## src/rtl/fir_block_serializer.sv

```systemverilog
// fir_block_serializer: requantises L-lane FIR output blocks and emits the lanes as one serial stream.
// Ports: i_clk clock; i_reset_n sync active-low reset;
//        i_blk_valid/o_blk_ready/i_blk_data input block handshake (lane 0 = earliest, in the LSBs);
//        o_out_valid/i_out_ready/o_out_data serial requantised sample handshake;
//        o_sat_flag sticky saturation flag; i_sat_clr clears it (a new saturation wins).
module fir_block_serializer #(
    parameter int L              = 3,
    parameter int DATA_IN_WIDTH  = 64,
    parameter int DATA_OUT_WIDTH = 16,
    parameter int SHIFT          = 15,
    parameter int FIFO_DEPTH     = 2
) (
    input  logic                          i_clk,
    input  logic                          i_reset_n,
    input  logic                          i_blk_valid,
    output logic                          o_blk_ready,
    input  logic [L*DATA_IN_WIDTH-1:0]    i_blk_data,
    output logic                          o_out_valid,
    input  logic                          i_out_ready,
    output logic [DATA_OUT_WIDTH-1:0]     o_out_data,
    output logic                          o_sat_flag,
    input  logic                          i_sat_clr
);
    localparam int W  = DATA_IN_WIDTH;
    localparam int OW = DATA_OUT_WIDTH;
    localparam int AW = (FIFO_DEPTH > 1) ? $clog2(FIFO_DEPTH) : 1;
    localparam int LW = (L > 1) ? $clog2(L) : 1;
    localparam logic signed [W:0] RND  = ((W+1)'(1) << SHIFT) >> 1;
    localparam logic signed [W:0] MAXV = {{(W-OW+2){1'b0}}, {(OW-1){1'b1}}};
    localparam logic signed [W:0] MINV = {{(W-OW+2){1'b1}}, {(OW-1){1'b0}}};

    typedef enum logic {IDLE, EMIT} state_t;

    state_t            r_state;
    logic [L*W-1:0]    r_mem [FIFO_DEPTH];
    logic [AW-1:0]     r_wr_ptr;
    logic [AW-1:0]     r_rd_ptr;
    logic [AW:0]       r_count;
    logic [LW-1:0]     r_lane_idx;
    logic              r_out_valid;
    logic [OW-1:0]     r_out_data;
    logic              r_sat;

    logic              w_push;
    logic              w_fire;
    logic              w_last;
    logic              w_pop;
    logic              w_more;
    logic              w_load;
    logic [L*W-1:0]    w_src_blk;
    logic [LW-1:0]     w_src_lane;
    logic [W-1:0]      w_lane_val;
    logic signed [W:0] w_round;
    logic signed [W:0] w_shift;
    logic              w_hi;
    logic              w_lo;
    logic [OW-1:0]     w_q;

    assign o_blk_ready = (r_count != (AW+1)'(FIFO_DEPTH));
    assign o_out_valid = r_out_valid;
    assign o_out_data  = r_out_data;
    assign o_sat_flag  = r_sat;

    assign w_push = i_blk_valid && o_blk_ready;
    assign w_fire = r_out_valid && i_out_ready;
    assign w_last = (r_lane_idx == LW'(L-1));
    assign w_pop  = w_fire && w_last;
    // another block remains after the pop, counting one pushed this very cycle
    assign w_more = (r_count > (AW+1)'(1)) || w_push;
    assign w_load = (r_state == IDLE && r_count != '0) || (w_fire && (!w_last || w_more));

    // On a pop the next head may be the block arriving this cycle, not yet in memory
    assign w_src_blk  = w_pop ? ((r_count == (AW+1)'(1)) ? i_blk_data : r_mem[r_rd_ptr + AW'(1)])
                              : r_mem[r_rd_ptr];
    assign w_src_lane = (w_fire && !w_last) ? r_lane_idx + LW'(1) : '0;
    assign w_lane_val = w_src_blk[w_src_lane*W +: W];

    // One extra bit keeps the rounding add from wrapping
    assign w_round = $signed({w_lane_val[W-1], w_lane_val}) + RND;
    assign w_shift = w_round >>> SHIFT;
    assign w_hi    = (w_shift > MAXV);
    assign w_lo    = (w_shift < MINV);
    assign w_q     = w_hi ? MAXV[OW-1:0] : w_lo ? MINV[OW-1:0] : w_shift[OW-1:0];

    always_ff @(posedge i_clk) begin
        if (w_push) r_mem[r_wr_ptr] <= i_blk_data;
    end

    always_ff @(posedge i_clk) begin
        if (!i_reset_n) begin
            r_state     <= IDLE;
            r_wr_ptr    <= '0;
            r_rd_ptr    <= '0;
            r_count     <= '0;
            r_lane_idx  <= '0;
            r_out_valid <= 1'b0;
            r_out_data  <= '0;
            r_sat       <= 1'b0;
        end else begin
            if (w_push) r_wr_ptr <= r_wr_ptr + AW'(1);
            if (w_pop) r_rd_ptr <= r_rd_ptr + AW'(1);
            r_count <= r_count + (AW+1)'(w_push) - (AW+1)'(w_pop);
            r_sat   <= (w_load && (w_hi || w_lo)) || (r_sat && !i_sat_clr);
            if (w_load) begin
                r_state     <= EMIT;
                r_out_valid <= 1'b1;
                r_out_data  <= w_q;
                r_lane_idx  <= w_src_lane;
            end else if (w_pop) begin
                r_state     <= IDLE;
                r_out_valid <= 1'b0;
                r_lane_idx  <= '0;
            end
        end
    end
endmodule

```

## config.mk

```make
export PLATFORM = sky130hd
export DESIGN_NAME = fir_block_serializer
export DESIGN_NICKNAME = d
export VERILOG_FILES = /design/src/rtl/fir_block_serializer.sv
export SDC_FILE = /design/constraint.sdc
export NUM_CORES = 1
export LEC_CHECK = 0
export ABC_AREA = 1
export BUFFER_PORTS_ARGS = -buffer_cell sky130_fd_sc_hd__buf_4
export CORE_MARGIN = 2
export CORE_UTILIZATION = 58
export CTS_CLUSTER_DIAMETER = 40
export CTS_CLUSTER_SIZE = 10
export DETAILED_ROUTE_END_ITERATION = 7
export GPL_TIMING_DRIVEN = 1
export PLACE_DENSITY = 0.86
export SYNTH_ARGS = -nofsm -noshare
export SYNTH_HDL_FRONTEND = slang
export SYNTH_SLANG_ARGS = --single-unit
```

## constraint.sdc

```tcl
create_clock -name i_clk -period 11.6 [get_ports i_clk]
set_input_delay 1.74 -clock i_clk [delete_from_list [all_inputs] [get_ports i_clk]]
set_output_delay 1.74 -clock i_clk [all_outputs]
set_load 0.02 [all_outputs]
```

Yosys cells after proc, flatten, opt, wreduce, memory -nomap -nowiden. Memory sizes are Yosys's and may differ from the RTL's. A register that Yosys moved wholly into a read port is not among the register bits. Cells that the tools add are included.

Flip-flop bits (word level): 24. Bits in latches: 0. Bits in writable memories: 384. Memory bits (read-only): 0. Output and inout port bits: 19. Memories: 1.

Add/subtract/negate cells: 6. $mul: 0. Divide/modulo/power cells: 0. Magnitude comparators: 3. Equal/unequal tests: 3. Shifts and indexed selects: 1. Muxes and demuxes: 13. Bitwise logic cells: 1. Reduce and logical (&&, ||, !) cells: 17.

Memories: r_mem (words 2, bits a word 192, rd ports 2, clocked after Yosys merged registers in 1, wr ports 1, line 35) `logic [L*W-1:0] r_mem [FIFO_DEPTH];`.

Operators by type and width (number): $mux 192 (2); $shiftx 192x9->64 (1); $add 64x16->65 const B (1); $gt 50x16->1 const B (1); $lt 50x16->1 const B (1); $mux 16 (2); $logic_and 1x1->1 (8); $mux 1 (6); $mux 2 (3); $logic_or 1x1->1 (5); $reduce_bool 2->1 (2); $add 1x1->1 const B (2); $add 2x1->2 (1); $add 2x1->2 const B (1); $eq 2x1->1 const B (1); $eq 2x2->1 const B (1); $gt 2x1->1 const B (1); $logic_not 1->1 (2); $ne 2x2->1 const B (1); $sub 2x1->2 (1); $not 1->1 (1).

Longest topological paths before layout. Gate-level depths: netlist of the first run.

Depth in word-level cells: 10. Depth in mapped cells: 30. Gate-level depth less buffers: 28.

Least setup slack after synthesis of the first run. No wires, ideal clock.

Path kind: in2reg. Start: input i_blk_valid. End: memory r_mem[1][100] (netlist name) (enable). Setup time: 0.663 ns. Data arrival time: 8.084 ns. Required time: 10.937 ns. Slack: 2.853 ns. Stages on the path: 2. Path buffers: 0. Path through: nand2_1 -> nor2_1.

Cells in the longest elaborated chain, start to end: 3.

Ends and longest elaborated chain: start: declaration (line 15) `input logic i_blk_valid,`; $logic_and 1x1->1 (line 64) `assign w_push = i_blk_valid && o_blk_ready;`; $mux 1 (line 86) `if (w_push) r_mem[r_wr_ptr] <= i_blk_data;`; $mux 1 (not written as such) (line 86); end: declaration (line 35).

No other way between the ends.

Worst setup path in the final report of the first run.
Start: input i_out_ready. End: register r_out_data[7] (netlist: o_out_data[7]).

Cells in the longest elaborated chain, start to end: 8. Elaborated cells on any way between the ends: 13. Those cells by class: 1 x add/sub; 2 x order compare; 1 x shift; 4 x mux; 5 x reduce/logical.

Ends and longest elaborated chain: start: declaration (line 19) `input logic i_out_ready,`; $logic_and 1x1->1 (*) (line 65) `assign w_fire = r_out_valid && i_out_ready;`; $logic_and 1x1->1 (on tied branches) (line 67, 75); $mux 192 or $mux 2 (tied branches) (line 73, 75); $shiftx 192x9->64 (line 76) `assign w_lane_val = w_src_blk[w_src_lane*W +: W];`; $add 64x16->65 (line 79) `assign w_round = $signed({w_lane_val[W-1], w_lane_val}) + RND;`; $lt 50x16->1 (line 82) `assign w_lo = (w_shift < MINV);`; $mux 16 (2 in series) (line 83) `assign w_q = w_hi ? MAXV[OW-1:0] : w_lo ? MINV[OW-1:0] : w_shift[OW-1:0];`; end signal: assignment (line 107) `r_out_data <= w_q;`; end: declaration (line 41) `logic [OW-1:0] r_out_data;`.

Mark *: on every way between the ends. The rest lies on a longest branch, timed or not. A chain may end at the register's enable or synchronous reset.

==> results of run 1 <==
## final cells by class
class | count | area, sq um | share of cell area
clock inverters | 19 | 155 | 0.00721
repair buffers | 196 | 1470 | 0.0684
multi-input cells | 1758 | 7870 | 0.366
clock buffers | 62 | 1330 | 0.0616
flip-flops and latches | 325 | 9510 | 0.442
well taps | 402 | 503 | 0.0234
inverters | 180 | 679 | 0.0316
## stage by stage
step,hold slack [ns],power (mW),utilization,setup WS (ns)
global route,0.495,3.43,0.680,4.41
CTS,0.472,3.31,0.680,4.93
global placement,0.456,1.95,0.633,4.53
detailed placement,0.466,1.97,0.633,4.41
floorplan,0.443,1.79,-,2.85
finish,0.466,3.31,0.680,4.83
## final timing paths
kind	to	slack, ns	cells after the start
max	o_out_data[7]	4.83	23
min	o_sat_flag	0.47	2
max reg2reg	o_out_data[7]	5.40	24
min reg2reg	o_sat_flag	0.47	2
## cell families after synthesis
kind of cell | count (synthesis)
flip-flops | 325
adder cells (fa/ha/maj) | 4
XOR/XNOR | 14
AO/OA/AOI/OAI | 180
multiplexers | 4
AND/OR/NAND/NOR | 1556
buffers and inverters | 306
## power by group through the flow
stage,combinational (mW),clock (mW),sequential [mW]
5_1_grt,0.598,1.41,1.42
3_5_place_dp,0.529,0,1.44
4_1_cts,0.535,1.35,1.42
2_1_floorplan,0.329,0,1.46
6_report,0.545,1.35,1.42
3_3_place_gp,0.515,0,1.43
## placed cells by master (no fill, tap or decap), types with 6 or more instances in the layout
cell type                      n
sky130_fd_sc_hd__a21boi_0     21
sky130_fd_sc_hd__a21oi_1      61
sky130_fd_sc_hd__a21oi_2      10
sky130_fd_sc_hd__buf_4       196
sky130_fd_sc_hd__clkbuf_1      9
sky130_fd_sc_hd__clkbuf_16    50
sky130_fd_sc_hd__clkinv_1      6
sky130_fd_sc_hd__clkinv_2      9
sky130_fd_sc_hd__dfxtp_1      23
sky130_fd_sc_hd__edfxtp_1    300
sky130_fd_sc_hd__inv_1       170
sky130_fd_sc_hd__inv_2         6
sky130_fd_sc_hd__nand2_1    1026
sky130_fd_sc_hd__nand2_2      15
sky130_fd_sc_hd__nand3_1     284
sky130_fd_sc_hd__nand4_1      41
sky130_fd_sc_hd__nor2_1      138
sky130_fd_sc_hd__nor2_2       16
sky130_fd_sc_hd__nor3_1        7
sky130_fd_sc_hd__o211ai_1     31
sky130_fd_sc_hd__o21ai_0      47
sky130_fd_sc_hd__or2_2        10
sky130_fd_sc_hd__xnor2_1       6
sky130_fd_sc_hd__xor2_1        8
## per-layer routing
layer / GRT usage / up-vias
li1: - / 8091
met1: 0.442 / 7987
met2: 0.538 / 1196
met3: 0.0693 / 189
met4: 0.132 / 0
met5: 0 / -
## flip-flops by register name (all words and copies together), names as in the netlist, named ones only
name and flops:
r_mem 300, r_count 2, r_lane_idx 2, r_wr_ptr 1, o_sat_flag 1, r_rd_ptr 1, o_out_data 16, o_out_valid 1
## worst max-delay path: cells and delay by family
family,cells,cell delay [ns]
compound gates,3,1.03
buf+inv,3,0.94
fa+ha+maj,1,0.22
simple gates,16,3.12
==> metrics.log, run 1 <==
INFO  metric wirelength_met1 = 21,400 um
INFO  metric max_cap_viol_count = 0
INFO  metric detail-route-antenna-nets = 0
INFO  metric power_report.internal_total = 2.39 mW
INFO  metric grt_antenna_before_repair = 0
INFO  metric detailedRoute.firstPassIterationCount = 7
INFO  metric setup-violations-final = 0
INFO  metric wl_met2 = 26,300 um
INFO  metric synthesis.yosys.warnings = 0
INFO  metric number_of_nets_produced_by_synthesis = 2,590
INFO  metric yosys.cell_count.top_type = sky130_fd_sc_hd__nand2_1
INFO  metric static_leakage_power = 9.53 nW
INFO  metric fmax = 148 MHz
INFO  metric finalMaxSlewViolations = 0
INFO  metric power_frac_seq = 0.428
INFO  metric post_route_cells_drive_above_1_share = 0.135
INFO  metric start_kind = primary input
INFO  metric final_nets = 2,709
INFO  metric drc_violation_total_after_the_first_tritonroute_iteration = about 2,300
INFO  metric power.switching_fraction = 0.278
INFO  metric synth.mux.area_fraction = 0.00214
INFO  metric startpoint = i_out_ready
INFO  metric crit_type = primary input to register
INFO  metric cts-hold-fix-buffers = 0
INFO  metric drc_errors = 0
INFO  metric ys_async_sr_fraction = 0
INFO  metric hold_class = register to register
INFO  metric antennaDiodeCount = 0
INFO  metric dominantRegCellSynth = sky130_fd_sc_hd__edfxtp_1
INFO  metric synth_top_cell_area_share = 0.482
INFO  metric cts.reportedPaths.clkPinSlew = ~0.050 ns
INFO  metric p_clk_frac = 0.407
INFO  metric period_needed = 6.77 ns
INFO  metric drt-wirelength-per-cell = 19.1 um
INFO  metric fp.coreArea = 31,600 sq um
INFO  metric timing.critical_path.required = 12.02 ns
INFO  metric detailroute.wirelength.met3 = 6600 um
INFO  metric wire_length_of_the_first_global_routing_pass = 88,300 um
INFO  metric endpoint_kind = register
INFO  metric synth_xor_area_frac = 0.00656
INFO  metric netlist_top_cells_count = sky130_fd_sc_hd__nand2_1 (1,026), sky130_fd_sc_hd__edfxtp_1 (300), sky130_fd_sc_hd__nand3_1 (285)
INFO  metric fp.dieH = 184 um
INFO  metric grt_start_max_net_pins = slightly below 80
INFO  metric gp_congestion = 0.924
INFO  metric dr_total_vias = around 17,000
INFO  metric fraction_of_the_mapped_netlist_area_in_adder_cells = 0.00268
INFO  metric cts.repair_timing.setup_buffer_count = 0
INFO  metric io_pins = 216
INFO  metric timing.critical_path.cells = buf_4, nand3_4, buf_4, nand2_1, a21oi_1, nand2_1, nand2_1, ha_1, inv_1, nor2_2, nand2_1, nor2_1, nand2_1, nand2_1, nand2_1, nor2_1, nand2_1, nor2_1, nand3_1, nor2_1, nand3_2, a21oi_4, a21oi_1
INFO  metric number_of_buffers_created_by_cts = 47
INFO  metric worst_ir_drop_vdd = about 0.00013 V
INFO  metric post_dp_cell_area = 20,000 sq um
INFO  metric cts_max_level = 2
INFO  metric flow.area_growth_from_synthesis = 15.1%
INFO  metric layout.cells.non_filler = slightly below 3,000
INFO  metric cts_resized = 0
INFO  metric worstPathArrival = about 7.2 ns
INFO  metric cellPowerDensity = about 150 nW/um^2
INFO  metric timing.slew.headroom = 0.268
INFO  metric global_route.overflow_total = 0
INFO  metric syn-cell-area = 18,700 sq um
INFO  metric crit_path_frequent_cell = sky130_fd_sc_hd__nand2_1
INFO  metric dp_cells = 2,861
INFO  metric path_max_fanout = 63
INFO  metric power.share.combinational = 0.164
INFO  metric netlist_top_cells_area = sky130_fd_sc_hd__edfxtp_1 (48%), sky130_fd_sc_hd__nand2_1 (21%), sky130_fd_sc_hd__nand3_1 (7.6%), sky130_fd_sc_hd__inv_1 (3.4%), sky130_fd_sc_hd__nor2_1 (2.8%)
INFO  metric port_buffers = 173
INFO  metric netlist-cell-type-count = between 40 and 50
INFO  metric postSynthCellCount = about 2,400
INFO  metric worstReg2RegStart = r_lane_idx[0]
INFO  metric post_synthesis_compound_gate_area_fraction = 0.0588
INFO  metric tritoncts = built
INFO  metric cts.root.buffer_cell = sky130_fd_sc_hd__clkbuf_16
INFO  metric run_status = complete, no violations
INFO  metric drt_wl_total = about 56,000 um
INFO  metric sequential_fraction_of_the_synthesis_area = 0.509
INFO  metric maximum_clock_skew_at_final_layout = 0.0224 ns
INFO  metric yosys_register_bits = ~330
INFO  metric die_x = approximately 180 um
INFO  metric slowest_cell_delay_on_critical_path = 0.79 ns
INFO  metric clock_insertion_delay_worst_skew = 0.57 ns
INFO  metric min_period_over_period = 0.584
INFO  metric placement_rows = 65
INFO  metric timing.hold.worst.start = o_sat_flag
INFO  metric cts.sink_count = 325
INFO  metric post_synth_edffs = 300
INFO  metric filler_cell_count = 2,439
INFO  metric grt_use_total = 0.333
INFO  metric post-synth-top-area-cell = sky130_fd_sc_hd__edfxtp_1
INFO  metric hold_violations = 0
INFO  metric vias_per_cell = 5.94
INFO  metric synth_top_family_by_area = simple AND/OR/NAND/NOR gates
INFO  metric initial_utilization = 0.591
INFO  metric switching_power = between 0.9 and 1 mW
INFO  metric syn-mean-instance-area = 7.83 sq um
INFO  metric timing.critical_path.slowest_stage_cell = sky130_fd_sc_hd__nor2_1
INFO  metric stdcell_area = between 20,000 and 25,000 sq um
INFO  metric actual_slew_at_the_worst_max_slew_pin = 1.10 ns
INFO  metric setup_tns = 0 ns
INFO  metric unrepaired_setup_endpoints_after_global_routing = false
INFO  metric number_of_global_route_vias_before_repair = 17,003
INFO  metric topRoutingLayerUsed = met4
INFO  metric die_area = roughly 34,000 sq um
INFO  metric synth-simple-area-share = 0.349
INFO  metric cts_max_path_buffers = 3
INFO  metric dp_hpwl = about 36,000 um
No activity file was read; power rests on OpenSTA's default activity.
==> run 2: changes to the inputs <==
--- a/config.mk
+++ b/config.mk
@@ -8,12 +8,12 @@
 export ABC_AREA = 1
 export BUFFER_PORTS_ARGS = -buffer_cell sky130_fd_sc_hd__buf_4
 export CORE_MARGIN = 2
-export CORE_UTILIZATION = 58
+export CORE_UTILIZATION = 54
 export CTS_CLUSTER_DIAMETER = 40
 export CTS_CLUSTER_SIZE = 10
 export DETAILED_ROUTE_END_ITERATION = 7
 export GPL_TIMING_DRIVEN = 1
-export PLACE_DENSITY = 0.86
+export PLACE_DENSITY = 0.85
 export SYNTH_ARGS = -nofsm -noshare
 export SYNTH_HDL_FRONTEND = slang
 export SYNTH_SLANG_ARGS = --single-unit
==> constraint.sdc (replaced) <==
create_clock -name i_clk -period 5.85 [get_ports i_clk]
set_input_delay 0.8775 -clock i_clk [delete_from_list [all_inputs] [get_ports i_clk]]
set_output_delay 0.8775 -clock i_clk [all_outputs]
set_load 0.02 [all_outputs]
==> run 2 against run 1 <==
Against the previous run:
- via count is 0.11% higher
- non-clock buffer count up 12
- worst hold slack better by 0.011 ns
- clock-buffer cell count decreased by 2
- final cell count increased by 2.2%
- clock skew up 0.0066 ns
- clock power grew 92%
- global-route usage down 2.5 points
- first-iteration DRC count is 7.1% lower
- die area grew 7.2%
- flip-flop and latch count is the same
- worst setup slack worse by 3.5 ns
- largest power group unchanged
==> metrics.log, run 2 (synthesis gave the netlist of run 1 again) <==
INFO  metric run_status = complete, no violations
INFO  metric die_area = 36,100 sq um (+7.2%)
INFO  metric internal_reg_to_reg_setup_slack = 1.28 ns (-4.12 ns)
INFO  metric port_buffers = 173 (unchanged)
INFO  metric max_cap_viol_count = 0 (unchanged)
INFO  metric worst_ir_drop_vdd = 0.000244 V (+83%)
INFO  metric dp_hpwl = 36,400 um (+1.9%)
INFO  metric setup_tns = 0 ns (unchanged)
INFO  metric drc_violation_total_after_the_first_tritonroute_iteration = 2,142 (-7.1%)
INFO  metric io_pins = 216 (unchanged)
INFO  metric initial_utilization = 0.545 (-0.0457)
INFO  metric fp.coreArea = 34,300 sq um (+8.4%)
INFO  metric vias_per_cell = 5.82 (-2.0%)
INFO  metric fmax = ~220 MHz
INFO  metric path_max_fanout = 61 (-3.2%)
INFO  metric dp_cells = 2,926 (+2.3%)
INFO  metric layout.cells.non_filler = 3,006 (+2.2%)
INFO  metric drt-wirelength-per-cell = 18.7 um (-2.1%)
INFO  metric endpoint_kind = register
INFO  metric cts_max_path_buffers = 3 (unchanged)
INFO  metric detail-route-antenna-nets = 0 (unchanged)
INFO  metric wl_met2 = 26,700 um (+1.5%)
INFO  metric fp.dieH = 190 um (+3.6%)
INFO  metric cts.root.buffer_cell = sky130_fd_sc_hd__clkbuf_16
INFO  metric hold_violations = 0 (unchanged)
INFO  metric tritoncts = built
INFO  metric power_frac_seq = 0.433 (+0.005)
INFO  metric worstPathArrival = 5.05 ns (-2.14 ns)
INFO  metric actual_slew_at_the_worst_max_slew_pin = 1.10 ns (+0.00528 ns)
INFO  metric largest_reg_flops = 300 (unchanged)
INFO  metric place_worst_setup_slack = 1.16 ns (-3.26 ns)
INFO  metric grt_antenna_before_repair = 1 (+1)
INFO  metric number_of_buffers_created_by_cts = 46 (-2.1%)
INFO  metric p_clk_frac = 0.398 (-0.009)
INFO  metric number_of_global_route_vias_before_repair = 16,963 (-0.24%)
INFO  metric placement_rows = 68 (+4.6%)
INFO  metric timing.slew.headroom = 0.265 (-0.00352)
INFO  metric gp_congestion = 0.923 (-0.11%)
INFO  metric cts.reportedPaths.clkPinSlew = 0.05 ns (about the same)
INFO  metric timing.hold.worst.start = o_sat_flag
INFO  metric power.share.combinational = 0.169 (+0.005)
INFO  metric cts.sink_count = 325 (unchanged)
INFO  metric p_total = 6.50 mW (+96%)
INFO  metric layout_common_cells = sky130_fd_sc_hd__nand2_1 (1,026), sky130_fd_sc_hd__edfxtp_1 (300), sky130_fd_sc_hd__nand3_1 (284)
INFO  metric cts_max_level = 2 (unchanged)
INFO  metric finalWorstSetupSlack = 1.28 ns (-3.55 ns)
INFO  metric cts_resized = 0 (unchanged)
INFO  metric drt_wl_total = 56,300 um (about the same)
INFO  metric power.switching_fraction = 0.282 (+0.00396)
INFO  metric regToRegEndpoint = o_out_data[14]
INFO  metric dr_total_vias = 17,483 (+0.11%)
INFO  metric cts-hold-fix-buffers = 0 (unchanged)
INFO  metric cellPowerDensity = 299 nW/um^2 (+94%)
INFO  metric topRoutingLayerUsed = met4
INFO  metric start_kind = register
INFO  metric switching_power = 1.83 mW (+99%)
INFO  metric grt_use_total = 0.309 (-0.0247)
INFO  metric global_route.overflow_total = 0 (unchanged)
INFO  metric mostFrequentLayoutCell = sky130_fd_sc_hd__nand2_1
INFO  metric detailroute.wirelength.met3 = 5990 um (-9.3%)
INFO  metric clock_insertion_delay_worst_skew = 0.56 ns (about the same)
INFO  metric wirelength_met1 = 21,500 um (+0.32%)
INFO  metric detailedRoute.firstPassIterationCount = 6 (-1)
INFO  metric maximum_clock_skew_at_final_layout = 0.0290 ns (+0.00660 ns)
INFO  metric setup-violations-final = 0 (unchanged)
INFO  metric crit_type = register to register
INFO  metric cts.repair_timing.setup_buffer_count = 0 (unchanged)
INFO  metric hold_class = register to register
INFO  metric wire_length_of_the_first_global_routing_pass = 88,200 um (-0.12%)
INFO  metric die_x = 190 um (+3.6%)
INFO  metric timing.critical_path.required = 6.33 ns (-5.69 ns)
INFO  metric grt_start_max_net_pins = 152 (+95%)
INFO  metric worstReg2RegStart = r_lane_idx[0]
INFO  metric final_nets = 2,720 (+0.41%)
INFO  metric power_report.internal_total = 4.67 mW (+95%)
INFO  metric period_needed = ~4.6 ns
INFO  metric worst_reg2reg_path_depth = 23 (-4.2%)
INFO  metric finalMaxSlewViolations = 0 (unchanged)
INFO  metric min_delay_worst_endpoint = o_sat_flag
INFO  metric drc_errors = 0 (unchanged)
INFO  metric min_period_over_period = 0.781
INFO  metric static_leakage_power = 9.59 nW (+0.60%)
INFO  metric worst_hold_path.num_cells = 2 (unchanged)
INFO  metric register_with_the_highest_flop_count = r_mem
INFO  metric unrepaired_setup_endpoints_after_global_routing = false
INFO  metric post_route_cells_drive_above_1_share = 0.138 (+0.00339)
INFO  metric flow.area_growth_from_synthesis = 16.2%
-- run 2: cell types whose count changed in the layout (fill, tap and decap cells not counted), moves of 3 or more --
cell	before	now
sky130_fd_sc_hd__buf_4	196	200
sky130_fd_sc_hd__clkbuf_16	50	47
sky130_fd_sc_hd__clkbuf_1	9	12
sky130_fd_sc_hd__clkinv_1	6	3
sky130_fd_sc_hd__buf_12	0	8
-- run 2: worst max path at each step --
stage,startpoint,end,slack [ns],cells past startpoint
3_3_place_gp,i_out_ready,o_out_data[14],1.22,22
3_5_place_dp,i_out_ready,o_out_data[3],1.16,22
5_1_grt,r_lane_idx[0],o_out_data[14],0.93,25
2_1_floorplan,i_blk_valid,r_mem[1][100],0.50,2
4_1_cts,r_lane_idx[0],o_out_data[14],1.35,23
6_report,r_lane_idx[0],o_out_data[14],1.28,23
-- run 2: final cells by class --
cell class              instances  area (sq um)
diodes                          1          2.50
clock buffers                  60          1230
clock inverters                19           191
fillers                      2717         12600
inverters                     180           679
multi-input cells            1758          7870
flip-flops and latches        325          9510
well taps                     455           569
repair buffers                208          1660
-- run 2: worst max-delay path, cell delays in order (launching register included) --
cell and delay (ns):
sky130_fd_sc_hd__dfxtp_1 0.40, sky130_fd_sc_hd__inv_2 0.07, sky130_fd_sc_hd__ha_1 0.30, sky130_fd_sc_hd__nand3_4 0.15, sky130_fd_sc_hd__buf_4 0.56, sky130_fd_sc_hd__nand2_1 0.14
sky130_fd_sc_hd__a21oi_1 0.15, sky130_fd_sc_hd__nand2_1 0.08, sky130_fd_sc_hd__nand2_2 0.14, sky130_fd_sc_hd__ha_1 0.22, sky130_fd_sc_hd__inv_1 0.09, sky130_fd_sc_hd__nor2_2 0.24
sky130_fd_sc_hd__nand3_1 0.19, sky130_fd_sc_hd__nor2_1 0.34, sky130_fd_sc_hd__nand4_1 0.17, sky130_fd_sc_hd__nand2_1 0.10, sky130_fd_sc_hd__nand2_1 0.05, sky130_fd_sc_hd__nor2_1 0.18
sky130_fd_sc_hd__nand2_1 0.09, sky130_fd_sc_hd__nor2_2 0.14, sky130_fd_sc_hd__nand3_2 0.10, sky130_fd_sc_hd__nand2_4 0.19, sky130_fd_sc_hd__o21ai_0 0.22, sky130_fd_sc_hd__a21oi_1 0.16
-- run 2: metal layers --
| metal | vias to the layer above | GRT usage |
|---|---|---|
| met2 | 1132 | 0.509 |
| li1 | 8108 | - |
| met4 | 0 | 0.129 |
| met1 | 8037 | 0.404 |
| met3 | 206 | 0.0531 |
| met5 | - | 0 |
-- run 2: stage by stage --
stage	instance area, sq um	hold slack (ns)	util
after global placement	20300	0.462	0.592
after global routing	21700	0.490	0.634
final	21700	0.477	0.634
after CTS	21700	0.477	0.633
after detailed placement	20300	0.465	0.592
after floorplan	18700	0.443	-
-- run 2: power by group through the flow --
stage | sequential [mW] | clock (mW) | combinational, mW
final | 2.81 | 2.59 | 1.10
after CTS | 2.81 | 2.61 | 1.08
after global routing | 2.83 | 2.70 | 1.21
after floorplan | 2.88 | 0 | 0.653
after global placement | 2.84 | 0 | 1.04
after detailed placement | 2.85 | 0 | 1.07
